[src/rtl/mash_pkg.sv]
// Shared constants and the dither LFSR step for the MASH 1-1 modulator.
package mash_pkg;

    localparam int MASH_Y_MIN = -1;
    localparam int MASH_Y_MAX = 2;

    localparam logic [15:0] LFSR_TAPS      = 16'hB400;
    localparam logic [15:0] MASH_LFSR_SEED = 16'hACE1;

    // Fibonacci form: shift left, feedback is the parity of the tapped bits (16,14,13,11).
    function automatic logic [15:0] lfsr16_next(input logic [15:0] s);
        return {s[14:0], ^(s & LFSR_TAPS)};
    endfunction

endpackage

[src/rtl/mash_acc_stage.sv]
// Wrapping accumulator with carry-in; the {carry, sum} outputs are this cycle's add result.
// Zero latency on {carry, sum}; the accumulator only advances while en is high.
module mash_acc_stage #(
    parameter int WIDTH = 16
) (
    input  logic             clk,
    input  logic             rst,
    input  logic             en,
    input  logic             cin,
    input  logic [WIDTH-1:0] addend,
    output logic             carry,
    output logic [WIDTH-1:0] sum
);

    logic [WIDTH-1:0] acc_q;
    logic [WIDTH-1:0] acc_d;
    logic [WIDTH:0]   total;

    always_comb begin
        total = {1'b0, acc_q} + {1'b0, addend} + {{WIDTH{1'b0}}, cin};
        acc_d = en ? total[WIDTH-1:0] : acc_q;
    end

    assign carry = total[WIDTH];
    assign sum   = total[WIDTH-1:0];

    always_ff @(posedge clk or posedge rst) begin
        if (rst) begin
            acc_q <= '0;
        end else begin
            acc_q <= acc_d;
        end
    end

endmodule

[src/rtl/mash_11_modulator.sv]
// MASH 1-1 delta-sigma stage: offset-binary sample in, signed y in {-1..2} out, one per cycle.
// Latency 1 cycle (registered output); s_tready drops only while the output register is stalled.
module mash_11_modulator
    import mash_pkg::*;
#(
    parameter int          WIDTH     = 16,
    parameter int          MASH_BW   = 4,
    parameter logic [15:0] LFSR_SEED = MASH_LFSR_SEED
) (
    input  logic               aclk,
    input  logic               rst,
    input  logic [WIDTH-1:0]   s_tdata,
    input  logic               s_tvalid,
    output logic               s_tready,
    input  logic               dither_enable,
    output logic [MASH_BW-1:0] m_tdata,
    output logic               m_tvalid,
    input  logic               m_tready
);

    logic               accept;
    logic               dither_bit;
    logic               s1_carry;
    logic [WIDTH-1:0]   s1_sum;
    logic               s2_carry;
    logic [WIDTH-1:0]   s2_sum;
    logic [MASH_BW-1:0] y;

    logic               c2d_q, c2d_d;
    logic [15:0]        lfsr_q, lfsr_d;
    logic [MASH_BW-1:0] m_tdata_q, m_tdata_d;
    logic               m_tvalid_q, m_tvalid_d;

    assign s_tready   = !rst && (!m_tvalid_q || m_tready);
    assign accept     = s_tvalid && s_tready;
    assign dither_bit = dither_enable & lfsr_q[0];

    mash_acc_stage #(.WIDTH(WIDTH)) u_stage1 (
        .clk    (aclk),
        .rst    (rst),
        .en     (accept),
        .cin    (dither_bit),
        .addend (s_tdata),
        .carry  (s1_carry),
        .sum    (s1_sum)
    );

    // Stage 2 integrates stage 1's fresh sum, not its registered value.
    mash_acc_stage #(.WIDTH(WIDTH)) u_stage2 (
        .clk    (aclk),
        .rst    (rst),
        .en     (accept),
        .cin    (1'b0),
        .addend (s1_sum),
        .carry  (s2_carry),
        .sum    (s2_sum)
    );

    always_comb begin
        // Modular MASH_BW-bit arithmetic yields the two's-complement y directly.
        y = {{(MASH_BW-1){1'b0}}, s1_carry}
          + {{(MASH_BW-1){1'b0}}, s2_carry}
          - {{(MASH_BW-1){1'b0}}, c2d_q};

        c2d_d      = c2d_q;
        lfsr_d     = lfsr_q;
        m_tdata_d  = m_tdata_q;
        m_tvalid_d = m_tvalid_q;

        if (accept) begin
            c2d_d      = s2_carry;
            lfsr_d     = lfsr16_next(lfsr_q);
            m_tdata_d  = y;
            m_tvalid_d = 1'b1;
        end else if (m_tready) begin
            m_tvalid_d = 1'b0;
        end
    end

    always_ff @(posedge aclk or posedge rst) begin
        if (rst) begin
            c2d_q      <= 1'b0;
            lfsr_q     <= LFSR_SEED;
            m_tdata_q  <= '0;
            m_tvalid_q <= 1'b0;
        end else begin
            c2d_q      <= c2d_d;
            lfsr_q     <= lfsr_d;
            m_tdata_q  <= m_tdata_d;
            m_tvalid_q <= m_tvalid_d;
        end
    end

    assign m_tdata  = m_tdata_q;
    assign m_tvalid = m_tvalid_q;

endmodule

[config.mk]
export PLATFORM = sky130hd
export DESIGN_NAME = mash_11_modulator
export DESIGN_NICKNAME = d
export VERILOG_FILES = /design/src/rtl/mash_pkg.sv /design/src/rtl/mash_acc_stage.sv /design/src/rtl/mash_11_modulator.sv
export SDC_FILE = /design/constraint.sdc
export NUM_CORES = 1
export LEC_CHECK = 0
export ABC_AREA = 0
export BUFFER_PORTS_ARGS = -buffer_cell sky130_fd_sc_hd__buf_2
export CAP_MARGIN = 20
export CORE_UTILIZATION = 40
export CTS_CLUSTER_DIAMETER = 100
export DETAILED_ROUTE_END_ITERATION = 16
export HOLD_SLACK_MARGIN = 0.03
export SLEW_MARGIN = 10
export SYNTH_ARGS = -nofsm -noshare
export SYNTH_HDL_FRONTEND = slang
export SYNTH_HIERARCHICAL = 1
export SYNTH_SLANG_ARGS = --single-unit
[constraint.sdc]
create_clock -name aclk -period 7 [get_ports aclk]
set_input_delay 1.4 -clock aclk [delete_from_list [all_inputs] [get_ports aclk]]
set_output_delay 1.4 -clock aclk [all_outputs]
set_load 0.03 [all_outputs]
### After elaboration in Yosys (flattened, before gate mapping)

Index checks and enable logic that the tools add are counted.

| operators by class | value |
|---|---|
| bitwise gates (word level) | 1 |
| reductions and logical operators | 7 |
| muxes and demuxes | 2 |
| $add $sub $neg | 5 |

Operator list:

| operator | count |
|---|---|
| $add A16 B16 Y17 | 2 |
| $add A17 B1 Y17 | 1 |
| $reduce_xor A16 Y1 | 1 |
| $sub A2 B1 Y3 | 1 |
| $add A1 B1 Y2 | 1 |
| $logic_and A1 B1 Y1 | 2 |
| $logic_not A1 Y1 | 2 |
| $mux W1 | 2 |
| $reduce_bool A2 Y1 | 1 |
| $and A1 B1 Y1 | 1 |
| $logic_or A1 B1 Y1 | 1 |

| word-level totals | value |
|---|---|
| output and inout bits | 6 |
| logic and storage cells | 21 |
| input port bits | 21 |
| register bits | 54 |

### Depth between registers and ports, before layout

| logic depth | value |
|---|---|
| word-level depth | 5 |
| gate-level depth with buffers | 22 |
| mapped depth without buffers | 21 |

### Hierarchy

Netlist, hierarchy kept.

Modules (own cells, without submodules):

| module | cells each | times used | area an instance (um2) |
|---|---|---|---|
| mash_acc_stage at u_stage2 | 180 | 1 | 1,589.0 |
| mash_acc_stage at u_stage1 | 151 | 1 | 1,402.6 |
| mash_11_modulator | 63 | 1 | 960.9 |

### Worst setup path before layout

OpenSTA, ideal clock, no wires.

| path | value |
|---|---|
| kind | input -> register |
| from | input port dither_enable |
| to | register m_tdata_q[2] (netlist: m_tdata[2]) |
| cell stages on the path | 21 |
| path buffers | 1 |
| data required time | 6.875 ns |
| data arrival time | 5.511 ns |
| path slack | 1.364 ns |
| path through | and2_1 > fa_1 > fa_1 > a21o_1 > a221o_2 > nand4_1 > nand2_1 > xor2_1 > ha_1 > buf_2 > a21o_1 > a211oi_1 > nand3_1 > a31o_2 > inv_1 > ha_1 > inv_1 > ha_1 > inv_1 > ha_1 > mux2_2 |

| between the ends | value |
|---|---|
| word-level cells in the longest chain between the ends | 5 |

RTL lines:

| item | RTL line | RTL |
|---|---|---|
| from (decl) | mash_11_modulator.sv:15 | `input logic dither_enable,` |
| $and A1 B1 Y1 | mash_11_modulator.sv:36 | `assign dither_bit = dither_enable & lfsr_q[0];` |
| $add A17 B1 Y17 | mash_acc_stage.sv:20 | `total = {1'b0, acc_q} + {1'b0, addend} + {{WIDTH{1'b0}}, cin};` |
| via s1_sum[10] | mash_11_modulator.sv:24 | `logic [WIDTH-1:0] s1_sum;` |
| $add A16 B16 Y17 | mash_acc_stage.sv:20 |  |
| via s2_carry | mash_11_modulator.sv:25 | `logic s2_carry;` |
| $add A1 B1 Y2 | mash_11_modulator.sv:62 | `+ {{(MASH_BW-1){1'b0}}, s2_carry}` |
| $sub A2 B1 Y3 | mash_11_modulator.sv:63 | `- {{(MASH_BW-1){1'b0}}, c2d_q};` |
| via y[2] | mash_11_modulator.sv:27 | `logic [MASH_BW-1:0] y;` |
| to (signal assigned) | mash_11_modulator.sv:89 | `m_tdata_q <= m_tdata_d;` |
| to (decl) | mash_11_modulator.sv:31 | `logic [MASH_BW-1:0] m_tdata_q, m_tdata_d;` |

The timed path passes the listed nets, and every way through them passes these cells.
A chain may end at the register's enable or synchronous reset.

### Worst setup path in the final report

| path | value |
|---|---|
| from | input port dither_enable |
| to | register m_tdata_q[2] (netlist: m_tdata[2]) |

| between the ends | value |
|---|---|
| word-level cells in the longest chain between the ends | 5 |

RTL lines:

| item | RTL line | RTL |
|---|---|---|
| $and A1 B1 Y1 | mash_11_modulator.sv:36 |  |
| via dither_bit | mash_11_modulator.sv:22 | `logic dither_bit;` |
| $add A17 B1 Y17 | mash_acc_stage.sv:20 |  |
| via s1_sum[10] | mash_11_modulator.sv:24 |  |
| $add A16 B16 Y17 | mash_acc_stage.sv:20 |  |
| via s2_carry | mash_11_modulator.sv:25 |  |
| $add A1 B1 Y2 | mash_11_modulator.sv:62 |  |
| $sub A2 B1 Y3 | mash_11_modulator.sv:63 |  |
| via y[2] | mash_11_modulator.sv:27 |  |

The timed path passes the listed nets, and every way through them passes these cells.

==> metrics.yaml <==
sta:
  rsz0062_at_grt: "no"
  skew_ns: 0.00706
  worstMarginPinSlew_ns: 0.822
  fmax_mhz: 179
  fin_crit_sh_pct: 80.0
  fin_crit_ns: 5.60
  slew_violations: 0
  final-hold-violation-count: 0
  slew-limit-headroom_pct: 45.1
  setup_viol: 0
  fin_tns_setup_ns: 0
global_routing:
  grt_overflow: 0
  antenna_found_initial: 0
  grt_max_degree: 41
  grt_pass1_vias: 2754
  grt_pass1_wl_um: 13400
  track_usage_pct: 17.0
routing:
  drc: 0
  vias_per_cell: 5.40
  num_vias: 2842
  dr.pass1.iters: 4
  first_iter_violations: 151
  wire_per_inst_um: 15.2
  routed_wl_um: 7990
  drtAntennaViolNets: 0
floorplan:
  rows: 35
  die-height_um: 100
  die_area_um2: 10000
  initial_core_util_pct: 41.5
  core_um2: 9280
  pin_count: 27
  die_width_um: 100
placed_design:
  gp_congestion: 0.882
  dp_hpwl_um: 6000
  portBuffers: 26
min_path:
  hold_class: "register to register"
synth:
  syn_nets: 437
  post_synth_inst_count: 379
  synth_area_um2: 3850
  avgSynthCellArea_um2: 10.2
  yosys_warnings: 6
cells_and_area:
  drive_gt1_share_pct: 24.4
  diodes: 0
  final_nets: 454
  syn_to_final_growth_pct: 8.38
  fillCellCount: 878
cts:
  cts_tree: "yes"
  cts_buffers: 5
  clkLatencyLatePin_ns: 0.31
  path_clk_slew_ns: 0.10
  cts.repair.resized: 0
  root_buffer: "clkbuf_8"
  post_cts_buffers: 0
  htree_levels: 2
  clock_sinks: 53
  hold_buffers: 0
  clockBufferDepth: 2
status:
  status: "completed"
critical_path:
  criticalPathCategory: "input port to register"
  slowest_delay_ns: 0.47
  crit_top_cell: "ha_1"
  cp_cell_sequence: "buf_2, and2_1, fa_1, fa_1, a21o_1, a221o_2, nand4_1, nand2_1, xor2_1, ha_1, nand4_1, a21oi_1, a211oi_1, nand3_1, a31o_2, inv_1, ha_1, inv_1, ha_1, inv_1, ha_1, mux2_2"
  cp-end-kind: "register"
  crit_family: "adder cells"
  worstSetupStartpointType: "input port"
  worst_ep_required_time_ns: 7.21
  arrival_ns: 5.81
  path_buf_inv: 4
  crit_path_top_delay_cell: "fa_1"
  critPathMaxFanout: 9
job:
  maxCapViolations: 0
## layer usage
metal,up-vias,share of wire [%],global-route usage (%)
met1,1363,49,23.4
met5,-,0,0
met3,12,3.3,3.06
met2,40,46,26.9
met4,0,1.5,5.80
li1,1427,-,-
## placed cells by master, fill, tap and decap left out, drive strengths merged, types with 12 or more instances in the layout
| cell | instances |
|---|---|
| o21ai | 13 |
| nand4 | 12 |
| inv | 14 |
| a21oi | 31 |
| ha | 33 |
| xnor2 | 12 |
| buf | 27 |
| mux2 | 36 |
| dfrtp | 45 |
| nor2 | 27 |
| a21o | 12 |
| nand2 | 29 |
## cell type report
type,count,area [um2],area share (%)
Sequential cell,53,1340,32.0
Clock buffer,5,68.8,1.65
Timing Repair Buffer,27,138,3.30
Inverter,15,56.3,1.35
Clock inverter,3,50.0,1.20
Multi-Input combinational cell,294,2360,56.6
Tap cell,129,161,3.87
## through the flow
step,utilization [%],cells,area (um2),hold slack [ns],setup WS (ns)
after floorplan,-,379,3850,0.456,1.44
after global placement,43.7,518,4050,0.477,1.13
after detailed placement,43.7,518,4050,0.483,1.04
after CTS,44.9,526,4170,0.507,1.37
after global routing,44.9,526,4170,0.519,1.13
final,44.9,526,4170,0.501,1.40
## final timing paths
check	slack, ns	from	depth (start not counted)	end
max	1.40	dither_enable	22	m_tdata[2]
min	0.50	u_stage1/acc_q[7]	2	u_stage1/acc_q[7]
max reg2reg	2.20	lfsr_q[0]	21	m_tdata[2]
min reg2reg	0.50	u_stage1/acc_q[7]	2	u_stage1/acc_q[7]
max in group asynchronous	5.21	rst	2	m_tvalid
min in group asynchronous	1.20	rst	2	u_stage1/acc_q[5]
## worst register-to-register path: cells and delay by family, from the launching register on
kind,cells,cell delay [ns]
compound gates,5,1.25
xor+xnor,1,0.16
fa+ha+maj,6,1.83
buf+inv,3,0.15
flops,1,0.39
mux,1,0.26
simple gates,5,0.67
## flip-flops by register name (all words and copies together) (netlist names)
register and count:
lfsr_q 16, u_stage1/acc_q 16, u_stage2/acc_q 16, m_tdata 3, c2d_q 1, m_tvalid 1
Power is not shown: default switching activity piles up to over one toggle a cycle in this logic, so the estimate is an artifact.
